$ cat src/rtl/instr_fetch_stage.sv
// Fetch stage: owns the PC, handshakes with IMEM under a watchdog, and registers INSTR/IMM20 for decode.
// Optional macro IF_FETCH_CNT_EN adds o_fetch_cnt, a wrapping count of consumed instructions.
module instr_fetch_stage #(
    parameter logic [31:0] RESET_PC = 32'h0000_0000,
    parameter logic [31:0] PC_STEP  = 32'd4,
    parameter int unsigned TIMEOUT  = 8
) (
    input  logic        i_clk,
    input  logic        i_rst,
    output logic        o_imem_req,
    output logic [31:0] o_imem_addr,
    input  logic        i_imem_ack,
    input  logic [31:0] i_imem_rdata,
    input  logic        i_hold,
    input  logic        i_redirect,
    input  logic [31:0] i_redirect_pc,
    output logic [31:0] o_instr,
    output logic [31:0] o_instr_pc,
    output logic [19:0] o_imm20,
    output logic        o_instr_valid,
    output logic        o_fetch_err
`ifdef IF_FETCH_CNT_EN
    ,
    output logic [31:0] o_fetch_cnt
`endif
);

    localparam logic [1:0] S_IDLE  = 2'd0;
    localparam logic [1:0] S_FETCH = 2'd1;
    localparam logic [1:0] S_OUT   = 2'd2;
    localparam logic [1:0] S_ERR   = 2'd3;

    localparam logic [7:0] WAIT_LAST = 8'(TIMEOUT - 1);

    logic [1:0]  r_state;
    logic [31:0] r_pc;
    logic [31:0] r_instr;
    logic [31:0] r_instr_pc;
    logic [19:0] r_imm20;
    logic        r_valid;
    logic        r_err;
    logic [7:0]  r_wait_cnt;

    assign o_imem_req    = (r_state == S_FETCH);
    assign o_imem_addr   = r_pc;
    assign o_instr       = r_instr;
    assign o_instr_pc    = r_instr_pc;
    assign o_imm20       = r_imm20;
    assign o_instr_valid = r_valid;
    assign o_fetch_err   = r_err;

    // Redirect outranks everything but reset, so an ACK or HOLD arriving with it is dropped.
    always_ff @(posedge i_clk) begin
        if (i_rst) begin
            r_state    <= S_IDLE;
            r_pc       <= RESET_PC;
            r_instr    <= 32'd0;
            r_instr_pc <= 32'd0;
            r_imm20    <= 20'd0;
            r_valid    <= 1'b0;
            r_err      <= 1'b0;
            r_wait_cnt <= 8'd0;
        end else if (i_redirect) begin
            r_pc       <= i_redirect_pc;
            r_valid    <= 1'b0;
            r_err      <= 1'b0;
            r_wait_cnt <= 8'd0;
            r_state    <= S_FETCH;
        end else begin
            case (r_state)
                S_IDLE: begin
                    r_state <= S_FETCH;
                end
                S_FETCH: begin
                    if (i_imem_ack) begin
                        r_instr    <= i_imem_rdata;
                        r_imm20    <= i_imem_rdata[31:12];
                        r_instr_pc <= r_pc;
                        r_pc       <= r_pc + PC_STEP;
                        r_valid    <= 1'b1;
                        r_wait_cnt <= 8'd0;
                        r_state    <= S_OUT;
                    end else if (r_wait_cnt == WAIT_LAST) begin
                        r_err      <= 1'b1;
                        r_wait_cnt <= 8'd0;
                        r_state    <= S_ERR;
                    end else begin
                        r_wait_cnt <= r_wait_cnt + 8'd1;
                    end
                end
                S_OUT: begin
                    if (!i_hold) begin
                        r_valid <= 1'b0;
                        r_state <= S_FETCH;
                    end
                end
                S_ERR: begin
                    r_state <= S_ERR;
                end
                default: begin
                    r_state <= S_IDLE;
                end
            endcase
        end
    end

`ifdef IF_FETCH_CNT_EN
    logic        w_consume;
    logic [31:0] r_fetch_cnt;

    assign w_consume   = (r_state == S_OUT) && !i_hold && !i_redirect;
    assign o_fetch_cnt = r_fetch_cnt;

    // Only reset clears the count; redirects leave it alone.
    always_ff @(posedge i_clk) begin
        if (i_rst) begin
            r_fetch_cnt <= 32'd0;
        end else if (w_consume) begin
            r_fetch_cnt <= r_fetch_cnt + 32'd1;
        end
    end
`endif

endmodule

$ cat config.mk
export PLATFORM = sky130hd
export DESIGN_NAME = instr_fetch_stage
export DESIGN_NICKNAME = d
export VERILOG_FILES = /design/src/rtl/instr_fetch_stage.sv
export SDC_FILE = /design/constraint.sdc
export NUM_CORES = 1
export LEC_CHECK = 0
export CORE_ASPECT_RATIO = 1.1
export CORE_MARGIN = 2
export CORE_UTILIZATION = 47
export DETAILED_ROUTE_END_ITERATION = 12
export PLACE_DENSITY = 0.86
export SYNTH_ARGS = -nofsm -noshare
export SYNTH_HDL_FRONTEND = slang
export SYNTH_SLANG_ARGS = --single-unit
$ cat constraint.sdc
create_clock -name i_clk -period 3.4 [get_ports i_clk]
set_input_delay 0.85 -clock i_clk [delete_from_list [all_inputs] [get_ports i_clk]]
set_output_delay 0.85 -clock i_clk [all_outputs]
set_load 0.05 [all_outputs]
**Word level (Yosys, flattened, before mapping)**

Cells that the tools add are included.

- Register bits after elaboration: 128
- Bits of input ports: 69
- Output and inout bits: 119
- Word-level logic and storage cells: 46

- Add/subtract/negate cells: 2
- Equality and inequality tests: 9
- Mux-type cells: 13
- Bitwise logic cells: 2
- Reductions and logical operators: 11

Operators by type and width:

| operator | number |
|---|---|
| 32-bit two-way mux | 3 |
| 32-bit by 3-bit adder with 32-bit output (second input constant) | 1 |
| 8-bit two-way mux | 2 |
| 3-bit AND reduction | 3 |
| 8-bit by 1-bit adder with 8-bit output (second input constant) | 1 |
| 8-bit by 3-bit equality test with 1-bit output (second input constant) | 1 |
| 2-bit case mux with 4 select lines | 1 |
| 2-bit two-way mux | 3 |
| 2-bit AND reduction | 3 |
| 2-bit nonzero test | 3 |
| 2-bit equality test (second input constant) | 2 |
| 4-bit by 1-bit inequality test with 1-bit output (second input constant) | 1 |
| 1-bit two-way mux | 3 |
| 3-bit by 1-bit inequality test with 1-bit output (second input constant) | 1 |
| 3-bit inequality test (second input constant) | 1 |
| 2-bit by 1-bit equality test with 1-bit output (second input constant) | 1 |
| 2-bit logical NOT | 1 |
| 2-bit by 1-bit inequality test with 1-bit output (second input constant) | 1 |
| 2-bit inequality test (second input constant) | 1 |
| 1-bit NOT | 2 |
| 1-bit case mux with 2 select lines | 1 |
| 2-bit OR reduction | 1 |

**Longest topological paths before layout**

- Depth in word-level cells: 5
- Mapped depth: 7

**Worst setup path after synthesis**

Ideal clock, no wire load.

- Path type: input -> register
- Start: input port i_imem_ack
- End: register r_pc[19], in the netlist o_imem_addr[19]
- Setup time: 0.112 ns
- Arrival time: 2.238 ns
- Required time: 3.288 ns
- Setup slack: 1.050 ns
- Stages: 5
- Path through: nand3b_4 or4_1 buf_2 or3_1 a2111oi_1

- Word-level cells in the longest chain between the ends: 2

RTL lines:

| element | RTL line | source |
|---|---|---|
| start, declared | 12 | `input logic i_imem_ack,` |
| 2-bit nonzero test (no source line) | -- |  |
| 2-bit AND reduction (no source line) | -- |  |
| end signal, assigned | 64 | `r_pc <= i_redirect_pc;` |
| end signal, assigned | 79 | `r_pc <= r_pc + PC_STEP;` |
| end, declared | 36 | `logic [31:0] r_pc;` |

No other way between the ends.
A chain may end at the register's enable or synchronous reset.

**Worst setup path in the final report**

- Start: register r_state[0]
- End: output port o_imem_req

- Word-level cells in the longest chain between the ends: 1

RTL lines:

| element | RTL line | source |
|---|---|---|
| start, declared | 35 | `logic [1:0] r_state;` |
| start signal, assigned | 55 | `r_state <= S_IDLE;` |
| start signal, assigned | 68 | `r_state <= S_FETCH;` |
| start signal, assigned | 72 | `r_state <= S_FETCH;` |
| 2-bit by 1-bit equality test with 1-bit output | 44 | `assign o_imem_req = (r_state == S_FETCH);` |
| end, declared | 10 | `output logic o_imem_req,` |

No other way between the ends.

==> key figures <==
Run status
  – Status: complete, no violations

Worst hold path
  – Hold WC Path Type: flip-flop to flip-flop
  – Hold path startpoint: o_instr_pc[14]$_SDFFE_PP0P_
  – Hold EP: o_instr_pc[14]$_SDFFE_PP0P_
  – Hold path depth: 2

Synth
  – Synth Net Count: roughly 670
  – Area leader, netlist: dfxtp_1
  – Synth area leaders: dfxtp_1, nand2_1, a21oi_1
  – Ys flop type: dfxtp_1
  – Share of the synthesized area in the top cell type: between 40% and 50%
  – Synthesized instance count: a little under 600
  – Mean Syn Cell Area: 7.98 um2
  – Mapped Area: roughly 4700 um2
  – Flops & latches, synth: between 100 and 150
  – EDFF count, synth: 0
  – Synth async-reset ratio: 0%
  – Yosys warning count: 0
  – Count of cell types in the netlist: 49
  – Sequential share of the synthesized area: 45.6%

Critical path
  – Worst R2R End: o_imem_addr[29]$_SDFFE_PP0P_
  – Worst Path Class, Setup: flip-flop to output pin
  – Reg-to-reg startpoint: o_imem_addr[10]$_SDFFE_PP0P_
  – Critical-path top delay cell: clkdlybuf4s50_1
  – Beginning of the critical path: r_state[0]$_SDFFE_PP0P_
  – Req. time, crit path: 2550 ps
  – Crit-path cells: nand2_1 -> inv_1 -> clkdlybuf4s50_1
  – CP top delay family: buffers and inverters
  – Largest stage delay on the critical path: between 800 and 900 ps
  – R2R cell count: 4
  – Crit path max fanout: 7
  – Stages on worst setup path: 3
  – CP Capture Type: output pin
  – Arr. time, crit path: between 2000 and 2500 ps
  – CP Buf/Inv Count: 2
  – Reg2reg setup slack: roughly 1000 ps
  – Crit start category: flip-flop

Placed design
  – Final Wtd Congestion: between 0.8 and 0.9
  – Area post-placement: between 6000 and 7000 um2
  – Port buffer count: between 150 and 200
  – Placed wire-length estimate: 10,400 um

Pwr
  – Pint: a little over 2 mW
  – Worst vdd ir: 275 uV
  – Sequential power share: around 48%
  – Clk pwr share: around 33%
  – Net Sw Frac: 29.0%
  – Pleak: approximately 2.3 nW
  – Net Sw Power: ~0.83 mW
  – Comb power frac: about a fifth
  – Pwr/cell area: 421 nW/um2

Timing
  – Worst slew pin tran: between 1000 and 1500 ps
  – Fin Clk Skew: 6.15 ps
  – Worst slew margin: 27.2%
  – TNS Setup: 0 ps
  – Maximum clock rate: roughly 350 MHz
  – Slew Limit Fails: 0
  – Fin. Hold Viols: 0
  – Final cycle utilization of the critical path: 85.1%
  – Worst Hold Margin: about 460 ps
  – Setup violators final: 0
  – Post-layout min period: between 2000 and 3000 ps
  – RSZ-0062 raised after global routing: no

Drt
  – Routed vias: 4,799
  – Drt drc: 0
  – Pre-antenna DRT Iters: 5
  – Wirelength, routed: about 14,000 um
  – Routed len/inst: about 16 um
  – DRT iter0 DRCs: ~320
  – ANT nets after route: 0
  – Vias per cell: ~5.5

Floorplan
  – Initial Util: 48.2%
  – Die H: between 100 and 150 um
  – Total Die Area: approximately 11,000 um2
  – Std cell rows: 38
  – Die width: 99.8 um
  – I/O pins: between 150 and 200
  – Core box area: about 9800 um2

Clock tree
  – Clock Sinks: between 100 and 150
  – # H-tree levels: 3
  – Root buf cell: clkbuf_8
  – Clock transition at path regs: about 100 ps
  – Post-CTS sizing: 0
  – CTS buffer count: 9
  – Hold_buf cts: 0
  – CTS tree: done
  – Post CTS Setup Buffer Count: 0
  – Worst-case clock buffer depth: 2
  – Later-pin clock latency in the skew report: approximately 370 ps

Global routing
  – Remaining global-route overflow: 0
  – Initial antenna violation count: 0
  – Vias in the first global route: 4,490
  – First-pass GRT wire length: roughly 22,000 um
  – Gr usage total: roughly a quarter
  – Pin count of the biggest net entering global routing: 59

Layout
  – Share of layout cells above drive strength 1: under 10%
  – P&R area growth vs syn: 43.8%
  – Commonest non-fill, non-tap cell in the layout: clkdlybuf4s50_1
  – Final net count: slightly above 800
  – Fill count: a little under 800
  – Commonest cells after routing, fill and taps aside: clkdlybuf4s50_1, nand2_1, dfxtp_1, a21oi_1, nor2_1
  – Ant. Diodes: 0
  – Finished Cell Area: ~6800 um2

Run
  – # Max-Cap Violations: 0
==> metrics by stage <==
step	setup slack, ps	util, %	power (mW)	cells
CTS	511	69.2	2.88	870
floorplan	1050	-	1.72	594
finish	508	69.2	2.87	870
detailed placement	247	66.7	1.95	854
global route	408	69.2	2.98	870
global placement	321	66.7	1.94	854
==> synth_stat cells (all sizes together) (2+ instances only) <==
master	number
nor2b	3
o31ai	3
a211oi	13
a2111oi	5
nor3	5
or3	7
xor2	4
ha	2
nand2	150
o31a	4
or2	3
or4	6
xnor2	4
nor3b	3
o21ai	10
and4	9
nor2	37
dfxtp	108
buf	24
and3	9
inv	9
a311oi	11
a2bb2oi	3
nand3b	3
nand4	15
o211ai	5
mux2i	3
a21oi	73
nor4	8
clkbuf	33
a41oi	2
and2	2
nand3	7
==> how the worst max path moves through the flow <==
stage / to / slack, ps
2_1_floorplan: o_imem_addr[19]$_SDFFE_PP0P_ / 1050
3_3_place_gp: o_imem_addr[19]$_SDFFE_PP0P_ / 320
3_5_place_dp: o_imem_addr[19]$_SDFFE_PP0P_ / 250
4_1_cts: o_imem_req / 510
5_1_grt: o_imem_req / 410
6_report: o_imem_req / 510
==> worst min-delay path, cell delays in order, from the launching register on <==
cell and delay (ps):
dfxtp_1 320, nand2_1 50, a21oi_1 50
==> flip-flops by register name, summed over array words and instances (netlist names) <==
signal,count
o_instr_valid,1
o_imem_addr,32
o_fetch_err,1
o_instr_pc,32
o_instr,32
r_wait_cnt,8
r_state,2
==> logic make-up (layout without fill, tap and decap cells) <==
logic type	Yosys count	count (layout)	share of synthesized area (%)
and+or+nand+nor	268	268	26.4
AOI/OAI and AO/OA	138	138	18.4
DFF	108	108	45.6
buffers and inverters	67	223	6.94
xor gates and xnor gates	8	8	1.48
muxes	3	3	0.633
adders and majority gates	2	2	0.528
==> layout make-up <==
cell class / instances / area [um2] / area share [%]
Clock buffer: 10 / 138 / 2.02
Clock inverter: 6 / 111 / 1.63
Inverter: 10 / 37.5 / 0.551
Multi-Input combinational cell: 419 / 2260 / 33.2
Sequential cell: 108 / 2160 / 31.7
Tap cell: 120 / 150 / 2.20
Timing Repair Buffer: 197 / 1960 / 28.7
==> power by group through the flow <==
stage                     combinational, mW  clock (mW)  sequential (mW)
after floorplan                       0.174           0             1.55
after global placement                0.539           0             1.40
after detailed placement              0.547           0             1.41
after CTS                             0.549       0.959             1.38
after global routing                  0.577        1.02             1.39
final                                 0.548       0.940             1.38
==> layer usage <==
| layer | vias up | share of wire (%) | global-route usage [%] |
|---|---|---|---|
| met4 | 0 | 1.5 | 8.22 |
| met3 | 25 | 6.4 | 4.90 |
| met2 | 182 | 50 | 45.3 |
| met1 | 2231 | 42 | 31.5 |
| met5 | - | 0 | 0 |
| li1 | 2361 | - | - |
(Power assumes the default switching activity.)
